### src/rtl/order_dispatcher.sv
// order_dispatcher
//   Queues confirmed orders in a small FIFO and walks each one through a
//   shared preparation station: main dish (size-scaled), optional side,
//   optional drink. The finished order is then held until the customer
//   picks it up.
//
// Ports
//   clk          system clock, rising edge
//   reset        asynchronous, active-high; clears all state
//   ord_valid    one-cycle confirm pulse from the ordering FSM
//   ord_data     order word {tipo, tamano[1:0], principal[1:0], acomp, bebida}
//   pickup       single-cycle pickup pulse (ignored outside READY)
//   ord_ready    FIFO not full
//   ord_drop     one-cycle pulse, the cycle after an order hit a full FIFO
//   busy         station not IDLE
//   stage        0 IDLE, 1 MAIN, 2 SIDE, 3 DRINK, 4 READY
//   serve_valid  order finished, awaiting pickup
//   serving      order word held in the station, 0 when IDLE
//   queue_count  orders waiting in the FIFO
//   timeout_cnt  saturating count of orders abandoned at pickup
//                (only when PICKUP_TIMEOUT_EN is defined)
//
// Build option
//   PICKUP_TIMEOUT_EN  READY gives up after PICKUP_TO cycles without pickup.

module order_dispatcher #(
  parameter int unsigned DEPTH     = 4,
  parameter int unsigned MAIN_CYC  = 16,
  parameter int unsigned SIDE_CYC  = 8,
  parameter int unsigned DRINK_CYC = 4,
  parameter int unsigned PICKUP_TO = 64,
  parameter int unsigned TW        = 16
) (
  input  logic                     clk,
  input  logic                     reset,
  input  logic                     ord_valid,
  input  logic [6:0]               ord_data,
  input  logic                     pickup,
  output logic                     ord_ready,
  output logic                     ord_drop,
  output logic                     busy,
  output logic [2:0]               stage,
  output logic                     serve_valid,
  output logic [6:0]               serving,
  output logic [$clog2(DEPTH):0]   queue_count
`ifdef PICKUP_TIMEOUT_EN
  ,
  output logic [7:0]               timeout_cnt
`endif
);

  localparam int unsigned AW = $clog2(DEPTH);
  localparam logic [AW:0] FULL_CNT = (AW+1)'(DEPTH);

  typedef enum logic [2:0] {
    IDLE  = 3'd0,
    MAIN  = 3'd1,
    SIDE  = 3'd2,
    DRINK = 3'd3,
    READY = 3'd4
  } state_t;

  state_t          state;
  logic [TW-1:0]   timer;
  logic [6:0]      cur_order;

  logic [6:0]      mem [DEPTH];
  logic [AW-1:0]   wr_ptr;
  logic [AW-1:0]   rd_ptr;
  logic [AW:0]     count;
  logic            full;
  logic            push;
  logic            pop;

  // Full is judged on the registered count, so a pop in the same cycle
  // never makes room for a push that arrives with the FIFO full.
  assign full = (count == FULL_CNT);
  assign push = ord_valid && !full;
  assign pop  = (state == IDLE) && (count != '0);

  assign ord_ready   = !full;
  assign queue_count = count;
  assign stage       = state;
  assign busy        = (state != IDLE);
  assign serve_valid = (state == READY);
  assign serving     = cur_order;

  // Timer load values are duration-1: the stage ends on the edge where the
  // timer already reads zero.
  function automatic logic [TW-1:0] main_load(input logic [1:0] tamano);
    logic [TW-1:0] v;
    unique case (tamano)
      2'b00:   v = TW'(MAIN_CYC - 1);
      2'b01:   v = TW'(2 * MAIN_CYC - 1);
      default: v = TW'(3 * MAIN_CYC - 1);
    endcase
    return v;
  endfunction

  // FIFO storage; contents need no reset since the pointers define validity.
  always_ff @(posedge clk) begin
    if (push) begin
      mem[wr_ptr] <= ord_data;
    end
  end

  always_ff @(posedge clk or posedge reset) begin
    if (reset) begin
      wr_ptr <= '0;
      rd_ptr <= '0;
      count  <= '0;
    end else begin
      if (push) begin
        wr_ptr <= wr_ptr + 1'b1;
      end
      if (pop) begin
        rd_ptr <= rd_ptr + 1'b1;
      end
      unique case ({push, pop})
        2'b10:   count <= count + 1'b1;
        2'b01:   count <= count - 1'b1;
        default: count <= count;
      endcase
    end
  end

  always_ff @(posedge clk or posedge reset) begin
    if (reset) begin
      state     <= IDLE;
      timer     <= '0;
      cur_order <= '0;
      ord_drop  <= 1'b0;
`ifdef PICKUP_TIMEOUT_EN
      timeout_cnt <= '0;
`endif
    end else begin
      ord_drop <= ord_valid && full;

      unique case (state)
        IDLE: begin
          if (pop) begin
            cur_order <= mem[rd_ptr];
            timer     <= main_load(mem[rd_ptr][5:4]);
            state     <= MAIN;
          end
        end

        MAIN: begin
          if (timer == '0) begin
            if (cur_order[1]) begin
              state <= SIDE;
              timer <= TW'(SIDE_CYC - 1);
            end else if (cur_order[0]) begin
              state <= DRINK;
              timer <= TW'(DRINK_CYC - 1);
            end else begin
              state <= READY;
              timer <= TW'(PICKUP_TO - 1);
            end
          end else begin
            timer <= timer - 1'b1;
          end
        end

        SIDE: begin
          if (timer == '0) begin
            if (cur_order[0]) begin
              state <= DRINK;
              timer <= TW'(DRINK_CYC - 1);
            end else begin
              state <= READY;
              timer <= TW'(PICKUP_TO - 1);
            end
          end else begin
            timer <= timer - 1'b1;
          end
        end

        DRINK: begin
          if (timer == '0) begin
            state <= READY;
            timer <= TW'(PICKUP_TO - 1);
          end else begin
            timer <= timer - 1'b1;
          end
        end

        READY: begin
          // A pickup on the expiry cycle takes priority over the timeout.
          if (pickup) begin
            state     <= IDLE;
            cur_order <= '0;
            timer     <= '0;
          end
`ifdef PICKUP_TIMEOUT_EN
          else if (timer == '0) begin
            state     <= IDLE;
            cur_order <= '0;
            if (timeout_cnt != 8'hFF) begin
              timeout_cnt <= timeout_cnt + 8'd1;
            end
          end else begin
            timer <= timer - 1'b1;
          end
`endif
        end

        default: begin
          state     <= IDLE;
          cur_order <= '0;
          timer     <= '0;
        end
      endcase
    end
  end

endmodule

### config.mk
export PLATFORM = sky130hd
export DESIGN_NAME = order_dispatcher
export DESIGN_NICKNAME = d
export VERILOG_FILES = /design/src/rtl/order_dispatcher.sv
export SDC_FILE = /design/constraint.sdc
export NUM_CORES = 1
export LEC_CHECK = 0
export CAP_MARGIN = 20
export CORE_MARGIN = 10
export CORE_UTILIZATION = 55
export CTS_CLUSTER_DIAMETER = 200
export DETAILED_ROUTE_END_ITERATION = 6
export PLACE_DENSITY_LB_ADDON = 0.15
export SETUP_SLACK_MARGIN = 0.3
export SYNTH_ARGS = -nofsm -noshare
export SYNTH_HDL_FRONTEND = slang
export SYNTH_SLANG_ARGS = --single-unit
export TNS_END_PERCENT = 20
### constraint.sdc
create_clock -name clk -period 3.4 [get_ports clk]
set_input_delay 1.02 -clock clk [delete_from_list [all_inputs] [get_ports clk]]
set_output_delay 1.02 -clock clk [all_outputs]
set_load 0.02 [all_outputs]
# Word-level counts from Yosys, hierarchy flattened
# Memories as Yosys holds them, arrays and structs flattened.
# Index checks and enable logic that the tools add are counted.
# word_totals
ramBits,28
n_memories,1
reg_bits,34
inputBits,11
output_inout_bits,17
# classes
n_addsub,5
n_reduce_logical,14
muxes,23
eq_ne,13
bitwise,1
# memory_table
name,words,width,read_ports,rd_ports_with_merged_regs,write_ports,line,text
mem,4,7,1,0,1,67,logic [6:0] mem [DEPTH];
# ops
operator,n
16-bit 2-to-1 mux,5
16-bit case mux with 5 select lines,1
3-bit 2-to-1 mux,7
7-bit case mux with 3 select lines,1
16-bit logical NOT,1
"16-bit by 1-bit subtractor with 16-bit output, second input constant",1
3-bit case mux with 5 select lines,1
7-bit 2-to-1 mux,2
6-bit 2-to-1 mux,2
6-bit case mux with 2 select lines,1
"2-bit inequality test, second input constant",5
"3-bit by 2-bit == test with 1-bit output, second input constant",2
"3-bit == test, second input constant",2
3-bit case mux with 2 select lines,1
3-bit nonzero test,2
5-bit AND reduction,1
"2-bit by 1-bit adder with 2-bit output, second input constant",2
"2-bit by 1-bit == test with 1-bit output, second input constant",2
"3-bit by 1-bit adder with 3-bit output, second input constant",1
"3-bit by 1-bit == test with 1-bit output, second input constant",1
1-bit logical AND,3
3-bit logical NOT,1
3-bit AND reduction,1
3-bit OR reduction,1
8 further kinds,9

# Logic depth before layout (Yosys ltp)
# Gate-level depths: netlist (run 1).
# logic_depth
ltp_word,5
mapped_depth,10
mapped_depth_nobuf,9

# Worst setup path before layout (run 1)
# OpenSTA, ideal clock, no wires.
# synth_path
path_kind,register to register
from,reg state[2] (netlist: stage[2])
to,reg count[2] (netlist: queue_count[2])
setup_ns,0.080
period_less_slack_ns,2.586
path_stages_with_launch,11
arrival_ns,2.506
path_slack_ns,0.814
required_time_ns,3.320
cell_sequence,dfrtp_1 -> clkbuf_1 -> or3_1 -> clkbuf_1 -> nor2_1 -> ha_1 -> inv_1 -> fa_1 -> xor2_1 -> nor2_1 -> xor2_1
# synth_via
elab_chain_len,4
elab_cells_between_ends,6
# synth_lines
element,line,text
start: declaration,63,state_t state;
start signal: assignment,129,state <= IDLE;
start signal: assignment,144,state <= MAIN;
start signal: assignment,151,state <= SIDE;
3-bit logical NOT (*),79,assign pop = (state == IDLE) && (count != '0);
1-bit logical AND (*),79,
net pop,73,logic pop;
2-bit by 1-bit == test with 1-bit output / 2-bit == test (equally long branches),119,"unique case ({push, pop})"
3-bit case mux with 2 select lines / 2-bit nonzero test (equally long branches),-,
end signal: assignment,120,2'b10: count <= count + 1'b1;
end signal: assignment,121,2'b01: count <= count - 1'b1;
end signal: assignment,122,default: count <= count;
end: declaration,70,logic [AW:0] count;
# The timed path passes the listed nets; every way through them passes the cells marked *.
# A chain may end at the register's enable or synchronous reset.

# Worst setup path in the final report (run 1)
# layout_path
from,reg state[0] (netlist: stage[0])
to,out serve_valid
# layout_via
elab_chain_len,1
# layout_lines
element,line,text
3-bit == test,85,assign serve_valid = (state == READY);
end: declaration,43,"output logic serve_valid,"
# No other way between the ends.

==> results_dict.tcl, run 1 <==
set metrics [dict create \
    run_status "completed" \
    r2r_start "stage[0]" \
    firstDrtPassIters 4 \
    num_antenna_cells 0 \
    vias_per_cell 5.879 \
    clk_latency_ns 0.34 \
    critPathKind "register to output port" \
    postCtsSetupBuffers 0 \
    synth.area.top_cells "dfrtp_1 (29%), edfxtp_1 (28%), mux4_2 (5.3%)" \
    drive_above_1_share_pct 12.93 \
    min_path_type "register to register" \
    fin_tns_setup_ns 0 \
    finalCriticalPeriod_ns 2.951 \
    drt_iter0_drc 178 \
    row_count 26 \
    seq_area_um2 1692 \
    ant_nets 0 \
    post_cts_resized 1 \
    end_kind "output port" \
    drt-total-wl_um 6056 \
    highest_layer "met4" \
    ioPinCount 28 \
    max_freq_mhz 338.9 \
    clkSlewWorstSetupHoldPaths_ns 0.08 \
    grt_pass1_vias 2050 \
    cp-start-kind "register" \
    grt-ovfl-total 0 \
    maxCapViolCount 0 \
    wire_per_inst_um 16.64 \
    r2r_end "queue_count[2]" \
    drc 0 \
    area_delta_synth_final_pct 17.29 \
    fp.dieArea_um2 8767 \
    vias 2140 \
    crit_required_ns 2.38 \
    fp.dieW_um 93.63 \
    setup_viol 0 \
    hold_buffers 0 \
    ys_ff_latch 62 \
    hold_viol 0 \
    clock-sinks 62 \
    synthTopCellsByCount "dfrtp_1 (34), edfxtp_1 (28), nand2_1 (26), nor2_1 (21), o21ai_0 (20)" \
    clk_path_buf_depth 2 \
    yosysMostFrequentCell "dfrtp_1" \
    n_fill_cell 393 \
    yosys.area.top_type_share_pct 28.54 \
    fin_nets 307 \
    root_buffer "clkbuf_8" \
    rsz0062_at_grt "false" \
    power_per_cell_area_nw_per_um2 885.1 \
    dp_cells 348 \
    dp_hpwl_um 4314 \
    finClkSkew_ns 0.008203 \
    cts_made_buffers 9 \
    start_util_pct 57.64 \
    dieHeight_um 93.63 \
    grt_use_total_pct 14.63 \
    cp.arrival_ns 1.93 \
    ys_types 49 \
    grt_pass1_wl_um 10230 \
    async_flop_share_pct 54.84 \
    synth_area_leader_cell "dfrtp_1" \
    grt_max_degree 35 \
    relSlewSlack_pct 55.93 \
    stdcell_count 364 \
    peakVddDrop_mv 0.5430 \
    h-tree-depth 3 \
    slew_violations 0 \
    cts_tree "built" \
    syn_inst 256 \
    synth_area_um2 2982 \
    critPathLaunch "stage[0]" \
    crit_end "serve_valid" \
    core_area_um2 5172 \
    crit_fanout 11 \
    multi_input_area_um2 1192 \
    synth.yosys.seq_area_share_pct 56.74 \
    place_congestion 0.8627 \
    wl_met1_um 2716 \
    period_share_pct 86.79 \
    route.met3.wl_um 337 \
    yosys_warnings 0 \
    syn_nets 274 \
    met2_wirelength_um 2955 \
    worst_pin_slew_ns 0.6597 \
    synth_flop_cell "dfrtp_1" \
    power.leakage_nw 1.469 \
    port_buffers 27 \
    ff2ff_setup_slack_ns 1.09 \
    synth_edf_count 28 \
    antenna_found_initial 0 \
    r2r_cells 8 \
    avgSynthCellArea_um2 11.65 \
]
==> cell type report <==
cell class,count,share of cell area (%)
multi-input combinational,174,34.10
sequential,62,48.37
clock buffer,9,3.542
timing repair buffer,32,8.801
tap,70,2.504
clock inverter,7,1.610
inverter,10,1.073
==> layer usage <==
layer / up-vias / global-route usage [%]
met5: - / 0
met4: 0 / 5.316
met3: 7 / 4.796
met2: 65 / 23.26
met1: 1049 / 18.22
li1: 1019 / -
==> worst max-delay path: stages, from the launching register on <==
cell and delay [ns]:
dfrtp_1 0.49, nor2_2 0.32, and2_1 0.18, clkdlybuf4s50_1 0.60
==> layout by cell type, fill, tap and decap left out, types with 3 or more instances in the layout <==
| cell | netlist | routed |
|---|---|---|
| ha_1 | 6 | 6 |
| xnor2_1 | 3 | 3 |
| a21oi_1 | 10 | 10 |
| or3_1 | 3 | 3 |
| dfrtp_1 | 34 | 34 |
| clkbuf_8 | 0 | 9 |
| nand2_1 | 26 | 26 |
| buf_4 | 0 | 5 |
| o211ai_1 | 3 | 3 |
| a31oi_1 | 6 | 6 |
| a21o_1 | 4 | 4 |
| nor4_1 | 5 | 5 |
| clkdlybuf4s50_1 | 0 | 27 |
| inv_1 | 10 | 10 |
| o31ai_1 | 3 | 3 |
| nor3_1 | 7 | 7 |
| mux4_2 | 7 | 7 |
| a22o_1 | 3 | 3 |
| or2_2 | 3 | 3 |
| inv_6 | 0 | 4 |
| edfxtp_1 | 28 | 28 |
| o22ai_1 | 3 | 3 |
| o21ai_0 | 20 | 20 |
| a22oi_1 | 4 | 4 |
| and3_1 | 5 | 5 |
| nor2_1 | 21 | 20 |
| xor2_1 | 3 | 3 |
==> where the power goes <==
| part | switching, W | total (W) | internal [W] |
|---|---|---|---|
| sequential | 0.000251 | 0.00127 | 0.00102 |
| combinational | 0.000656 | 0.00123 | 0.000579 |
| clock | 0.000317 | 0.000591 | 0.000274 |
| total | 0.00122 | 0.00310 | 0.00187 |
==> registers in the layout (all words and copies together), names as in the netlist <==
register	cells
mem	28
timer	16
serving	7
queue_count	3
stage	3
rd_ptr	2
wr_ptr	2
ord_drop	1
==> cells by family (layout without fill, tap and decap cells) <==
| family | count (synthesis) | count (layout) | synth area share [%] |
|---|---|---|---|
| buffers and inverters | 20 | 58 | 3.357 |
| XOR/XNOR | 6 | 6 | 1.763 |
| multiplexers | 9 | 9 | 6.001 |
| flip-flops | 62 | 62 | 56.74 |
| AO/OA/AOI/OAI | 65 | 65 | 13.89 |
| AND/OR/NAND/NOR | 87 | 87 | 15.07 |
| adder cells (fa/ha/maj) | 7 | 7 | 3.189 |
==> how the worst min path moves through the flow <==
stage / start / to / cells past startpoint
floorplan: timer[9] / timer[9] / 1
global placement: timer[9] / timer[9] / 1
detailed placement: timer[9] / timer[9] / 1
CTS: timer[9] / timer[9] / 1
global route: timer[9] / timer[9] / 1
finish: timer[9] / timer[9] / 1
==> stage by stage <==
stage               utilization (%)  setup slack (ns)  hold WS (ns)  power (W)  instance area [um^2]
finish                        67.61            0.4491        0.5137   0.003095                  3497
floorplan                         -            0.8138        0.4649   0.002101                  2982
CTS                           67.61            0.4242        0.5100   0.003120                  3497
detailed placement            64.08            0.6061        0.4991   0.002523                  3314
global placement              64.08            0.6741        0.4933   0.002492                  3314
global route                  67.61            0.3616        0.5370   0.003317                  3497
(Power assumes the default switching activity.)
==> run 2, diff against run 1 <==
--- a/config.mk
+++ b/config.mk
@@ -10,7 +10,7 @@
 export CORE_UTILIZATION = 55
 export CTS_CLUSTER_DIAMETER = 200
 export DETAILED_ROUTE_END_ITERATION = 6
-export PLACE_DENSITY_LB_ADDON = 0.15
+export PLACE_DENSITY = 0.84
 export SETUP_SLACK_MARGIN = 0.3
 export SYNTH_ARGS = -nofsm -noshare
 export SYNTH_HDL_FRONTEND = slang
==> run 2 against run 1 <==
  * Register-to-register slack lost 0.26 ns
  * Combinational power is essentially flat
  * Global-route usage grew 1.4 points
  * Non-clock buffer count is the same
  * Cell count is the same
  * First-iteration DRC count shrank 10%
  * Largest cell class unchanged
==> results_dict.tcl, run 2 (same netlist as run 1, synthesis figures left out) <==
set metrics [dict create \
    min_path_type "register to register" \
    maxCapViolCount 0 \
    vias 2192 \
    fp.dieW_um 93.63 \
    finalCriticalPeriod_ns 2.925 \
    stdcell_count 364 \
    num_antenna_cells 0 \
    setup_viol 0 \
    dp_hpwl_um 4623 \
    cts_made_buffers 9 \
    worst_pin_slew_ns 0.5116 \
    ioPinCount 28 \
    slew_violations 0 \
    antenna_found_initial 0 \
    grt_pass1_vias 2200 \
    drt-total-wl_um 6552 \
    crit_fanout 9 \
    core_area_um2 5172 \
    grt-ovfl-total 0 \
    ant_nets 0 \
    crit_chain "nor2_2 -> and2_1 -> clkdlybuf4s50_1" \
    crit_required_ns 2.38 \
    root_buffer "clkbuf_8" \
    max_freq_mhz 341.9 \
    min_delay_worst_endpoint "timer[9]" \
    start_util_pct 57.64 \
    grt_pass1_wl_um 11150 \
    relSlewSlack_pct 65.90 \
    port_buffers 27 \
    period_share_pct 86.03 \
    drt_iter0_drc 160 \
    firstDrtPassIters 5 \
    mostFrequentLayoutCell "dfrtp_1" \
    r2r_cells 8 \
    layout_common_cells "dfrtp_1 (34), edfxtp_1 (28), clkdlybuf4s50_1 (27)" \
    end_kind "output port" \
    row_count 26 \
    clkSlewWorstSetupHoldPaths_ns 0.08 \
    clk_latency_ns 0.34 \
    grt_max_degree 35 \
    placed_area_um2 3314 \
    fp.dieArea_um2 8767 \
    area_delta_synth_final_pct 18.17 \
    largest-register "mem" \
    clk_path_buf_depth 2 \
    dieHeight_um 93.63 \
    drive_above_1_share_pct 12.93 \
    critPathKind "register to output port" \
    n_fill_cell 367 \
    fin_nets 307 \
    ff2ff_setup_slack_ns 0.83 \
    peakVddDrop_mv 0.6880 \
    h-tree-depth 3 \
    grt_use_total_pct 16.07 \
    run_status "completed" \
    dp_cells 348 \
    postCtsSetupBuffers 0 \
    cts_tree "built" \
    vias_per_cell 6.022 \
    place_congestion 0.8689 \
    finClkSkew_ns 0.006087 \
    cp-start-kind "register" \
    cp_slowest_stage_delay_ns 0.60 \
    r2r_end "queue_count[2]" \
    fin_tns_setup_ns 0 \
    power.leakage_nw 1.477 \
    hold_viol 0 \
    min_path_cells 1 \
    drc 0 \
    cpMaxStageDelayCell "clkdlybuf4s50_1" \
    worstHoldStart "timer[9]" \
    wire_per_inst_um 18.00 \
    clock-sinks 62 \
    r2r_start "stage[1]" \
    fin_area_um2 3523 \
    largest_register_ffs 28 \
    cp.arrival_ns 1.90 \
    power_per_cell_area_nw_per_um2 905.3 \
    rsz0062_at_grt "false" \
]
run 2: changes by cell type in the layout (fill, tap and decap cells not counted), sizes merged:
cell / previous run / this run
inv: 14 / 12
bufinv: 0 / 1
clkinvlp: 1 / 2
run 2: worst max-delay path by stage:
stage / from / end / slack (ns) / cells after the start
4_1_cts: stage[0] / serve_valid / 0.34 / 3
3_5_place_dp: ord_valid / queue_count[2] / 0.63 / 8
5_1_grt: stage[0] / serve_valid / 0.38 / 3
2_1_floorplan: stage[2] / queue_count[2] / 0.81 / 10
6_report: stage[1] / serve_valid / 0.48 / 3
3_3_place_gp: pickup / timer[8] / 0.66 / 6
run 2: critical path: cells and delay by family, from the launching register on:
family	cells	cell delay (ns)
buf+inv	1	0.60
simple gates	2	0.49
flops	1	0.47
run 2: area by class of cell:
type	count	area, um^2	area share (%)
flip-flops and latches	62	1692	48.01
multi-input cells	174	1192	33.84
repair buffers	32	307.8	8.736
clock buffers	9	123.9	3.516
well taps	70	87.58	2.486
clock inverters	7	82.58	2.344
inverters	10	37.54	1.065
run 2: repair_timing:
item	CTS	global route
endpoints found under the setup margin	0	1
gates resized for setup	0	1
hold buffers	0	0
run 2: per-layer routing:
layer  part of all wire (%)  global-route usage, %  wire length (um)
met1                     40                  19.32              2633
met2                     52                  26.57              3389
met3                    6.3                  5.436               415
met4                    1.7                  5.190               114
met5                      0                      0                 0
run 2: through the flow:
stage | util [%] | worst slack, ns | total power (W) | hold slack (ns)
global route | 68.12 | 0.3765 | 0.003412 | 0.5453
global placement | 64.08 | 0.6614 | 0.002473 | 0.5008
floorplan | - | 0.8138 | 0.002101 | 0.4649
CTS | 68.07 | 0.3410 | 0.003202 | 0.5346
detailed placement | 64.08 | 0.6264 | 0.002533 | 0.5142
finish | 68.12 | 0.4751 | 0.003190 | 0.5245
run 2: report_power, final:
| group | switching, W | leakage [nW] | total (W) | internal [W] |
|---|---|---|---|---|
| logic | 0.000684 | 0.696 | 0.00126 | 0.000574 |
| clock network | 0.000310 | 0.0980 | 0.000657 | 0.000348 |
| registers | 0.000256 | 0.683 | 0.00127 | 0.00102 |
| total | 0.00125 | 1.48 | 0.00319 | 0.00194 |
==> run 3, diff against run 2 <==
--- a/config.mk
+++ b/config.mk
@@ -9,8 +9,9 @@
 export CORE_MARGIN = 10
 export CORE_UTILIZATION = 55
 export CTS_CLUSTER_DIAMETER = 200
+export CTS_CLUSTER_SIZE = 40
 export DETAILED_ROUTE_END_ITERATION = 6
-export PLACE_DENSITY = 0.84
+export PLACE_DENSITY = 0.77
 export SETUP_SLACK_MARGIN = 0.3
 export SYNTH_ARGS = -nofsm -noshare
 export SYNTH_HDL_FRONTEND = slang
==> constraint.sdc (replaced) <==
create_clock -name clk -period 3.5 [get_ports clk]
set_input_delay 1.05 -clock clk [delete_from_list [all_inputs] [get_ports clk]]
set_output_delay 1.05 -clock clk [all_outputs]
set_load 0.02 [all_outputs]
==> run 3 against run 2 <==
  * Sequential power down 3%
  * Clock skew grew 0.0062 ns
  * Flip-flop and latch count stayed put
  * First-iteration DRC count fell by 13%
  * Global-route usage fell by 1.3 points
  * Sequential share of layout area rose by 0.59 points
  * Final area shrank 1.2%
  * Power fell by 6.4%
  * Clock power decreased by 16%
  * Register-to-register slack better by 0.14 ns
  * Worst setup slack got worse by 0.042 ns
  * Largest power group unchanged
==> results_dict.tcl, run 3 (same netlist as run 1, synthesis figures left out) <==
set metrics [dict create \
    run_status "completed" \
    postCtsSetupBuffers 0 \
    grt_pass1_wl_um 10180 \
    wire_per_inst_um 17.07 \
    ant_nets 0 \
    num_antenna_cells 0 \
    crit_required_ns 2.45 \
    r2r_start "stage[1]" \
    fp.dieW_um 93.63 \
    crit_family "buffers and inverters" \
    drive_above_1_share_pct 12.29 \
    vias_per_cell 5.876 \
    r2r_end "queue_count[2]" \
    grt_pass1_vias 2082 \
    peakVddDrop_mv 0.4388 \
    start_util_pct 57.64 \
    fp.dieArea_um2 8767 \
    clock-sinks 62 \
    critPathLaunch "stage[0]" \
    fin_tns_setup_ns 0 \
    power_per_cell_area_nw_per_um2 857.5 \
    antenna_found_initial 0 \
    period_share_pct 87.63 \
    min_path_type "register to register" \
    rsz0062_at_grt "false" \
    grt_use_total_pct 14.77 \
    finClkSkew_ns 0.01224 \
    drt-total-wl_um 6195 \
    drt_iter0_drc 139 \
    crit_end "serve_valid" \
    r2r_cells 8 \
    crit_cells 3 \
    maxCapViolCount 0 \
    hold_viol 0 \
    crit_chain "nor2_1 -> and2_1 -> clkdlybuf4s50_1" \
    core_area_um2 5172 \
    worst_pin_slew_ns 0.5144 \
    max_freq_mhz 326.1 \
    place_congestion 0.7949 \
    ioPinCount 28 \
    cp.arrival_ns 2.02 \
    finalCriticalPeriod_ns 3.067 \
    slew_violations 0 \
    row_count 26 \
    layout_common_cells "dfrtp_1 (34), edfxtp_1 (28), clkdlybuf4s50_1 (27)" \
    root_buffer "clkbuf_8" \
    relSlewSlack_pct 65.71 \
    cts_made_buffers 9 \
    cp_slowest_stage_delay_ns 0.60 \
    drc 0 \
    mostFrequentLayoutCell "dfrtp_1" \
    end_kind "output port" \
    hold_buffers 0 \
    power.leakage_nw 1.455 \
    cpMaxStageDelayCell "clkdlybuf4s50_1" \
    largest_register_ffs 28 \
    crit_fanout 11 \
    largest-register "mem" \
    post_cts_resized 0 \
    grt_max_degree 35 \
    cp-start-kind "register" \
    dieHeight_um 93.63 \
    setup_viol 0 \
    firstDrtPassIters 4 \
    dp_hpwl_um 4373 \
    placed_area_um2 3307 \
    ff2ff_setup_slack_ns 0.97 \
    clk_latency_ns 0.34 \
    clkSlewWorstSetupHoldPaths_ns 0.07 \
    critPathKind "register to output port" \
    cts_tree "built" \
    vias 2133 \
    fin_nets 306 \
    fin_area_um2 3481 \
    area_delta_synth_final_pct 16.74 \
    h-tree-depth 3 \
    clk_path_buf_depth 2 \
    grt-ovfl-total 0 \
    port_buffers 27 \
    critical_path_buf_inv_count 1 \
]
-- run 3: worst min path at each step --
stage	cells past startpoint	endpoint	start	slack (ns)
detailed placement	1	timer[9]	timer[9]	0.51
CTS	1	timer[9]	timer[9]	0.52
floorplan	1	timer[9]	timer[9]	0.46
finish	1	timer[9]	timer[9]	0.51
global route	1	timer[15]	timer[15]	0.54
global placement	1	timer[9]	timer[9]	0.50
-- run 3: per-layer routing --
metal,part of all wire (%),GRT usage (%),up-vias
li1,-,-,1022
met5,0,0,-
met2,49,22.74,66
met1,44,18.63,1036
met3,5.9,5.116,9
met4,1.4,5.949,0
-- run 3: per-stage QoR --
stage               std cells  hold WS, ns  utilization [%]  setup slack (ns)  power (W)
detailed placement        347       0.5059            63.93            0.6323   0.002446
CTS                       363       0.5155            67.30            0.4232   0.003005
floorplan                 256       0.4649                -            0.9138   0.002041
global route              363       0.5444            67.30            0.3127   0.003198
global placement          347       0.5013            63.93            0.7370   0.002409
finish                    363       0.5148            67.30            0.4331   0.002985
-- run 3: final cells by class --
type / count / area [um^2]
flip-flops and latches: 62 / 1692
inverters: 10 / 37.54
clock buffers: 9 / 123.9
repair buffers: 31 / 300.3
clock inverters: 7 / 50.05
well taps: 70 / 87.58
fillers: 394 / 1692
multi-input cells: 174 / 1190
-- run 3: power by group --
group          internal (W)  total [W]  switching (W)  leakage (nW)
Combinational      0.000555    0.00120       0.000643         0.691
Sequential         0.000989    0.00123       0.000244         0.683
Clock              0.000257   0.000555       0.000298        0.0816
